[src/rtl/ecp5pll_phase_ctrl_if.sv]
// Phase-shift request channel for ecp5pll_phase_ctrl.
// Carries a valid/ready handshake plus channel, direction and step count.
interface ecp5pll_phase_ctrl_if #(
    parameter int STEP_W = 8
);
    logic              req_valid;
    logic              req_ready;
    logic [1:0]        req_ch;
    logic              req_dir;
    logic [STEP_W-1:0] req_count;

    modport master (
        output req_valid, req_ch, req_dir, req_count,
        input  req_ready
    );

    modport slave (
        input  req_valid, req_ch, req_dir, req_count,
        output req_ready
    );
endinterface

[src/rtl/ecp5pll_phase_ctrl.sv]
// Sequencer for the ECP5 PLL dynamic phase-shift port.
// Times phasesel/phasedir/phasestep and tracks per-channel phase counts.
module ecp5pll_phase_ctrl #(
    parameter int SETUP_CYC = 4,
    parameter int PULSE_CYC = 4,
    parameter int GAP_CYC   = 8,
    parameter int STEP_W    = 8,
    parameter int ACC_W     = 10
) (
    input  logic               clk_i,
    input  logic               reset_n,
    ecp5pll_phase_ctrl_if.slave req,
    input  logic               locked_i,
    output logic [1:0]         phasesel_o,
    output logic               phasedir_o,
    output logic               phasestep_o,
    output logic               phaseloadreg_o,
    output logic               busy_o,
    output logic               done_o,
    output logic [4*ACC_W-1:0] phase_o
);

    typedef enum logic [1:0] {IDLE, SETUP, PULSE, GAP} state_t;

    localparam int CNT_W = 16;

    state_t            state_q;
    logic [CNT_W-1:0]  cnt_q;
    logic [STEP_W-1:0] rem_q;
    logic [1:0]        sel_q;
    logic              dir_q;
    logic              step_q;
    logic              busy_q;
    logic              done_q;
    logic              ready_q;
    logic [ACC_W-1:0]  acc_q [4];

    always_ff @(posedge clk_i) begin
        if (!reset_n) begin
            state_q <= IDLE;
            cnt_q   <= '0;
            rem_q   <= '0;
            sel_q   <= '0;
            dir_q   <= 1'b0;
            step_q  <= 1'b0;
            busy_q  <= 1'b0;
            done_q  <= 1'b0;
            ready_q <= 1'b0;
            for (int k = 0; k < 4; k++) acc_q[k] <= '0;
        end else begin
            done_q <= 1'b0;
            unique case (state_q)
                IDLE: begin
                    ready_q <= 1'b1;
                    if (req.req_valid && ready_q) begin
                        sel_q <= req.req_ch;
                        dir_q <= req.req_dir;
                        rem_q <= req.req_count;
                        if (req.req_count == '0) begin
                            done_q <= 1'b1;
                        end else begin
                            state_q <= SETUP;
                            cnt_q   <= CNT_W'(SETUP_CYC - 1);
                            busy_q  <= 1'b1;
                            ready_q <= 1'b0;
                        end
                    end
                end
                SETUP: begin
                    // Counter parks at zero until the PLL reports lock.
                    if (cnt_q != '0) begin
                        cnt_q <= cnt_q - 1'b1;
                    end else if (locked_i) begin
                        state_q <= PULSE;
                        cnt_q   <= CNT_W'(PULSE_CYC - 1);
                        step_q  <= 1'b1;
                    end
                end
                PULSE: begin
                    // A started pulse always runs to full width.
                    if (cnt_q != '0) begin
                        cnt_q <= cnt_q - 1'b1;
                    end else begin
                        state_q <= GAP;
                        cnt_q   <= CNT_W'(GAP_CYC - 1);
                        step_q  <= 1'b0;
                        rem_q   <= rem_q - 1'b1;
                        acc_q[sel_q] <= dir_q ? acc_q[sel_q] + ACC_W'(1)
                                              : acc_q[sel_q] - ACC_W'(1);
                    end
                end
                GAP: begin
                    if (cnt_q != '0) begin
                        cnt_q <= cnt_q - 1'b1;
                    end else if (rem_q == '0) begin
                        state_q <= IDLE;
                        busy_q  <= 1'b0;
                        done_q  <= 1'b1;
                        ready_q <= 1'b1;
                    end else if (locked_i) begin
                        state_q <= PULSE;
                        cnt_q   <= CNT_W'(PULSE_CYC - 1);
                        step_q  <= 1'b1;
                    end
                end
                default: state_q <= IDLE;
            endcase
        end
    end

    assign req.req_ready    = ready_q;
    assign phasesel_o     = sel_q;
    assign phasedir_o     = dir_q;
    assign phasestep_o    = step_q;
    assign phaseloadreg_o = 1'b0;
    assign busy_o         = busy_q;
    assign done_o         = done_q;

    for (genvar k = 0; k < 4; k++) begin : g_phase
        assign phase_o[k*ACC_W +: ACC_W] = acc_q[k];
    end

endmodule
[src/flat_wrapper.sv]
// flat-port wrapper written by rule: the top's interface ports become plain ports
module ecp5pll_phase_ctrl_flat 
#(
    parameter int SETUP_CYC = 4,
    parameter int PULSE_CYC = 4,
    parameter int GAP_CYC   = 8,
    parameter int STEP_W    = 8,
    parameter int ACC_W     = 10
)
  (clk_i, reset_n, locked_i, phasesel_o, phasedir_o, phasestep_o, phaseloadreg_o, busy_o, done_o, phase_o, req_req_valid, req_req_ch, req_req_dir, req_req_count, req_req_ready);
  ecp5pll_phase_ctrl_if #(.STEP_W(STEP_W)) req_i ();
  input  logic clk_i;
  input  logic reset_n;
  input  logic locked_i;
  output logic [1:0] phasesel_o;
  output logic phasedir_o;
  output logic phasestep_o;
  output logic phaseloadreg_o;
  output logic busy_o;
  output logic done_o;
  output logic [4*ACC_W-1:0] phase_o;
  input wire logic [$bits(req_i.req_valid)-1:0] req_req_valid;
  input wire logic [$bits(req_i.req_ch)-1:0] req_req_ch;
  input wire logic [$bits(req_i.req_dir)-1:0] req_req_dir;
  input wire logic [$bits(req_i.req_count)-1:0] req_req_count;
  output wire logic [$bits(req_i.req_ready)-1:0] req_req_ready;
  assign req_i.req_valid = req_req_valid;
  assign req_i.req_ch = req_req_ch;
  assign req_i.req_dir = req_req_dir;
  assign req_i.req_count = req_req_count;
  assign req_req_ready = req_i.req_ready;
  ecp5pll_phase_ctrl #(.SETUP_CYC(SETUP_CYC), .PULSE_CYC(PULSE_CYC), .GAP_CYC(GAP_CYC), .STEP_W(STEP_W), .ACC_W(ACC_W)) u_core (.clk_i(clk_i), .reset_n(reset_n), .req(req_i), .locked_i(locked_i), .phasesel_o(phasesel_o), .phasedir_o(phasedir_o), .phasestep_o(phasestep_o), .phaseloadreg_o(phaseloadreg_o), .busy_o(busy_o), .done_o(done_o), .phase_o(phase_o));
endmodule
[config.mk]
export PLATFORM = sky130hd
export DESIGN_NAME = ecp5pll_phase_ctrl_flat
export DESIGN_NICKNAME = d
export VERILOG_FILES = /design/src/rtl/ecp5pll_phase_ctrl_if.sv /design/src/rtl/ecp5pll_phase_ctrl.sv /design/src/flat_wrapper.sv
export SDC_FILE = /design/constraint.sdc
export NUM_CORES = 1
export LEC_CHECK = 0
export ABC_AREA = 1
export BUFFER_PORTS_ARGS = -buffer_cell sky130_fd_sc_hd__buf_2
export CORE_MARGIN = 5
export CORE_UTILIZATION = 46
export DETAILED_ROUTE_END_ITERATION = 12
export PLACE_DENSITY_LB_ADDON = 0.3
export SYNTH_ARGS = -nofsm -noshare
export SYNTH_HDL_FRONTEND = slang
export SYNTH_SLANG_ARGS = --single-unit
export TNS_END_PERCENT = 20
[constraint.sdc]
create_clock -name clk_i -period 7.35 [get_ports clk_i]
set_input_delay 1.47 -clock clk_i [delete_from_list [all_inputs] [get_ports clk_i]]
set_output_delay 1.47 -clock clk_i [all_outputs]
set_load 0.02 [all_outputs]
* Word level (Yosys, flattened, before mapping)
Memories as Yosys holds them, arrays and structs flattened. A register that Yosys moved wholly into a read port is not among the register bits. Cells that the tools add are included.
Storage, ports and cells: word-level logic and storage cells 91, memories kept 1, register bits after elaboration 33, output and inout port bits 48, RAM bits 40
Cells by class: reductions and logical operators 16, add/subtract/negate cells 4, muxes and demuxes 50, equality and inequality tests 11
Memories:
- u_core.acc_q | words 4, width 10, rd ports 5, clocked after memory_dff 1, write ports 4, line ecp5pll_phase_ctrl.sv:36 | logic [ACC_W-1:0] acc_q [4];
Operators with widths (count):
- 2-to-1 mux 16 bit | 7
- one-hot mux 16 bit (4 select lines) | 1
- 2-to-1 mux 1 bit | 22
- 2-to-1 mux 10 bit | 2
- 2-to-1 mux 2 bit | 10
- zero test 8 bit | 2
- 2-to-1 mux 8 bit | 2
- one-hot mux 8 bit (2 select lines) | 1
- nonzero test 16 bit | 1
- subtractor 16 x 1 -> 16 bit (second input constant) | 1
- AND reduction 5 bit | 3
- adder 10 x 1 -> 10 bit (second input constant) | 1
- inequality test 2 bit (second input constant) | 5
- OR reduction 10 bit | 1
- subtractor 10 x 1 -> 10 bit (second input constant) | 1
- AND reduction 3 bit | 3
- one-hot mux 2 bit (4 select lines) | 1
- subtractor 8 x 1 -> 8 bit (second input constant) | 1
- one-hot mux 1 bit (2 select lines) | 3
- == test 2 bit (second input constant) | 2
- inequality test 2 x 1 -> 1 bit (second input constant) | 2
- nonzero test 2 bit | 2
- inequality test 3 x 2 -> 1 bit (second input constant) | 1
- one-hot mux 1 bit (3 select lines) | 1
- other kinds (5) | 5

* Longest topological paths before layout
word-level depth 7, gate-level depth with buffers 14, depth with buffers taken out 12

* Least setup slack after synthesis
Ideal clock, no wire load.
kind in2reg, start point input reset_n, end point memory u_core.acc_q[2][0] (enable), setup time 0.340 ns, data arrival time 2.446 ns, setup slack 4.565 ns, required time 7.010 ns, stages 6, path through clkbuf_1 > inv_1 > nor2_8 > nand3_2 > buf_6 > nand2_1
RTL lines:
- start: declaration | line flat_wrapper.sv:13 | input logic reset_n;
- end: declaration | line ecp5pll_phase_ctrl.sv:36

==> results.py <==
metrics = {
    "floorplanning": {
        "start_util": 0.473,
        "dieArea_um2": 11600,
        "core_area_um2": 9280,
        "ios": 63,
        "num_rows": 35,
        "die_y_um": 108,
        "dieWidth_um": 108,
    },
    "grt": {
        "grt_start_max_net_pins": 28,
        "antenna_found_initial": 0,
        "gr-total-overflow": 0,
        "grt_pass1_vias": 3738,
        "grt_pass1_wl_mm": 18.4,
        "grt.total_usage": 0.201,
    },
    "timing": {
        "setup_viol": 0,
        "setup_tns_ns": 0,
        "max_slew.worst_pin.slew_ns": 1.21,
        "finalMaxSlewViolations": 0,
        "max_freq_mhz": 304,
        "clock_skew_ns": 0.00938,
        "finalHoldViolations": 0,
        "fin_crit_ns": 3.29,
        "rsz0062_at_grt": "no",
        "min_period_over_period": 0.448,
        "max-slew-margin-rel": 0.191,
    },
    "outcome": {
        "status": "finished clean",
    },
    "placed_design": {
        "routabilityCongestion": 0.886,
        "dp_hpwl_mm": 8.47,
        "port_buffers": 61,
        "dpl_cell_area_um2": 4760,
    },
    "detailed_routing": {
        "routed_wl_mm": 11.3,
        "firstDrtPassIters": 5,
        "routed_wire_length_per_instance_um": 14.7,
        "num_vias": 3960,
        "ant_nets": 0,
        "dr.first_iter.drc_count": 230,
        "vias_per_cell": 5.16,
        "remaining_drc_errors": 0,
    },
    "worst_setup_path": {
        "worstRegToRegCells": 10,
        "rrSetupSlack_ns": 4.06,
        "r2r_end": "u_core.acc_q[3][6]$_DFFE_PP_",
        "crit_type": "reg -> reg",
        "startpoint_type": "flip-flop",
        "cp-end-kind": "flip-flop",
        "crit_arrival_ns": 3.39,
        "path_max_fanout": 21,
        "required_ns": 7.45,
    },
    "clock_network": {
        "hold_buffers": 0,
        "numCtsBuffers": 9,
        "cts_tree": "built",
        "clkSlewWorstSetupHoldPaths_ns": 0.08,
        "clockRootBuffer": "clkbuf_8",
        "cts_resized": 0,
        "insertion_delay_ns": 0.35,
        "cts_setup_buffers": 0,
        "cts.htree.levels": 3,
        "clk_path_buf_depth": 2,
        "cts_num_sinks": 75,
    },
    "logic_synthesis": {
        "synth_top_cell_by_area": "edfxtp_1",
        "synthTopCellsByArea": "edfxtp_1 27%, dfxtp_1 16%, nand2_1 11%",
        "synth_flop_cell": "edfxtp_1",
        "yosys-top-cells-count": "124 x nand2_1, 115 x nor2_1, 60 x inv_1, 42 x o21ai_0, 40 x edfxtp_1",
        "ys_warn_count": 0,
        "synth_area_um2": 4390,
        "synth_edf_count": 40,
        "synth_nets": 611,
        "yosysSeqAreaShare": 0.433,
        "netlist.area_leader.share": 0.273,
        "postSynth.asyncResetShare": 0,
        "avgSynthCellArea_um2": 7.57,
        "yosysMostFrequentCell": "nand2_1",
        "yosysUniqueCellTypes": 42,
        "syn_inst": 580,
        "synth_seq_cells": 75,
    },
    "final_layout": {
        "design_area_um2": 4930,
        "syn_to_final_growth_pct": 12.2,
        "nets": 665,
        "drive_gt1_frac": 0.160,
        "diodes": 0,
    },
    "pwr": {
        "leakage_nw": 2.29,
        "power.share.sequential": 0.312,
        "switchingPower_mw": 0.821,
        "peakVddDrop_uv": 232,
        "sw_frac_of_total": 0.472,
        "internal-power_mw": 0.919,
        "power.share.clock": 0.165,
        "powerDensity_nw_per_um2": 353,
        "p_comb_frac": 0.522,
    },
    "min_path": {
        "whs_path_depth": 2,
        "min_from": "u_core.phasestep_o$_SDFFE_PN0P_",
        "hold_end": "u_core.phasestep_o$_SDFFE_PN0P_",
        "hold_path.class": "reg -> reg",
    },
    "run": {
        "maxCapViolations": 0,
    },
}
## layer usage
layer / up-vias / track usage / share of wire
li1: 1993 / - / -
met1: 1838 / 0.247 / 0.43
met2: 116 / 0.354 / 0.50
met3: 13 / 0.0456 / 0.060
met4: 0 / 0.0505 / 0.014
met5: - / 0 / 0
## power by group through the flow
| stage | sequential [mW] | combinational, mW | clock (mW) |
|---|---|---|---|
| floorplan | 0.554 | 0.712 | 0 |
| global placement | 0.550 | 0.879 | 0 |
| detailed placement | 0.552 | 0.897 | 0 |
| CTS | 0.543 | 0.901 | 0.292 |
| global route | 0.551 | 1.03 | 0.309 |
| finish | 0.544 | 0.909 | 0.287 |
## worst max-delay path by stage
stage / slack, ns / from / endpoint
5_1_grt: 3.77 / flip-flop / u_core.acc_q[1][8]$_SDFFCE_PN0P_
2_1_floorplan: 4.56 / reset_n / u_core.acc_q[2][0]$_SDFFCE_PN0P_
3_3_place_gp: 3.89 / reset_n / u_core.acc_q[1][1]$_SDFFCE_PN0P_
6_report: 4.06 / flip-flop / u_core.acc_q[3][6]$_DFFE_PP_
3_5_place_dp: 3.80 / reset_n / u_core.acc_q[1][1]$_SDFFCE_PN0P_
4_1_cts: 4.08 / flip-flop / u_core.acc_q[2][6]$_SDFFCE_PN0P_
## metrics by stage
stage / instances / hold WS [ns] / total power, mW / utilization / worst slack [ns]
after floorplan: 580 / 0.453 / 1.27 / - / 4.56
after global placement: 752 / 0.429 / 1.43 / 0.512 / 3.89
after detailed placement: 752 / 0.442 / 1.45 / 0.512 / 3.80
after CTS: 768 / 0.458 / 1.74 / 0.531 / 4.08
after global routing: 768 / 0.472 / 1.89 / 0.531 / 3.77
final: 768 / 0.448 / 1.74 / 0.531 / 4.06
## critical path: stages, from the launching register on
cell and delay, ns:
dfxtp_1 0.54, inv_1 0.57, nand2_1 0.11, a32oi_1 0.34, inv_1 0.11, fa_1 0.44
o21ai_0 0.38, nand3_1 0.13, nand2_1 0.11, xnor2_1 0.22, nor2_1 0.09
## logic make-up after synthesis
| logic type | count (synthesis) | share of synthesized area |
|---|---|---|
| fa+ha+maj | 16 | 0.0473 |
| other cells | 1 | 0.000854 |
| xor+xnor | 13 | 0.0276 |
| flops | 75 | 0.433 |
| compound gates | 95 | 0.117 |
| simple gates | 298 | 0.295 |
| buf+inv | 82 | 0.0795 |
## flip-flops by register name, indices dropped and copies added (netlist names), named ones only
| name | flops |
|---|---|
| u_core.acc_q | 40 |
| u_core.busy_o | 1 |
| u_core.cnt_q | 16 |
| u_core.done_o | 1 |
| u_core.phasedir_o | 1 |
| u_core.phasesel_o | 2 |
| u_core.phasestep_o | 1 |
| u_core.rem_q | 8 |
| u_core.req.req_ready | 1 |
| u_core.state_q | 2 |
## layout make-up
type                    count  area [um^2]
clock buffers               9          124
well taps                 129          161
flip-flops and latches     75         1900
fillers                   937         4350
multi-input cells         423         2150
inverters                  64          241
repair buffers             61          305
clock inverters             7         50.0
## placed cells by master (no fill, tap or decap), types with 5 or more instances in the layout
| cell type | instances |
|---|---|
| nand3_1 | 27 |
| ha_1 | 15 |
| a21oi_1 | 32 |
| buf_2 | 61 |
| edfxtp_1 | 40 |
| nand2_1 | 124 |
| nor3_1 | 5 |
| inv_1 | 60 |
| dfxtp_1 | 35 |
| o21ai_0 | 42 |
| clkbuf_8 | 9 |
| nor2_2 | 5 |
| o22ai_1 | 7 |
| xnor2_1 | 8 |
| nor2_1 | 115 |
Power figures use the tool's default switching activity.
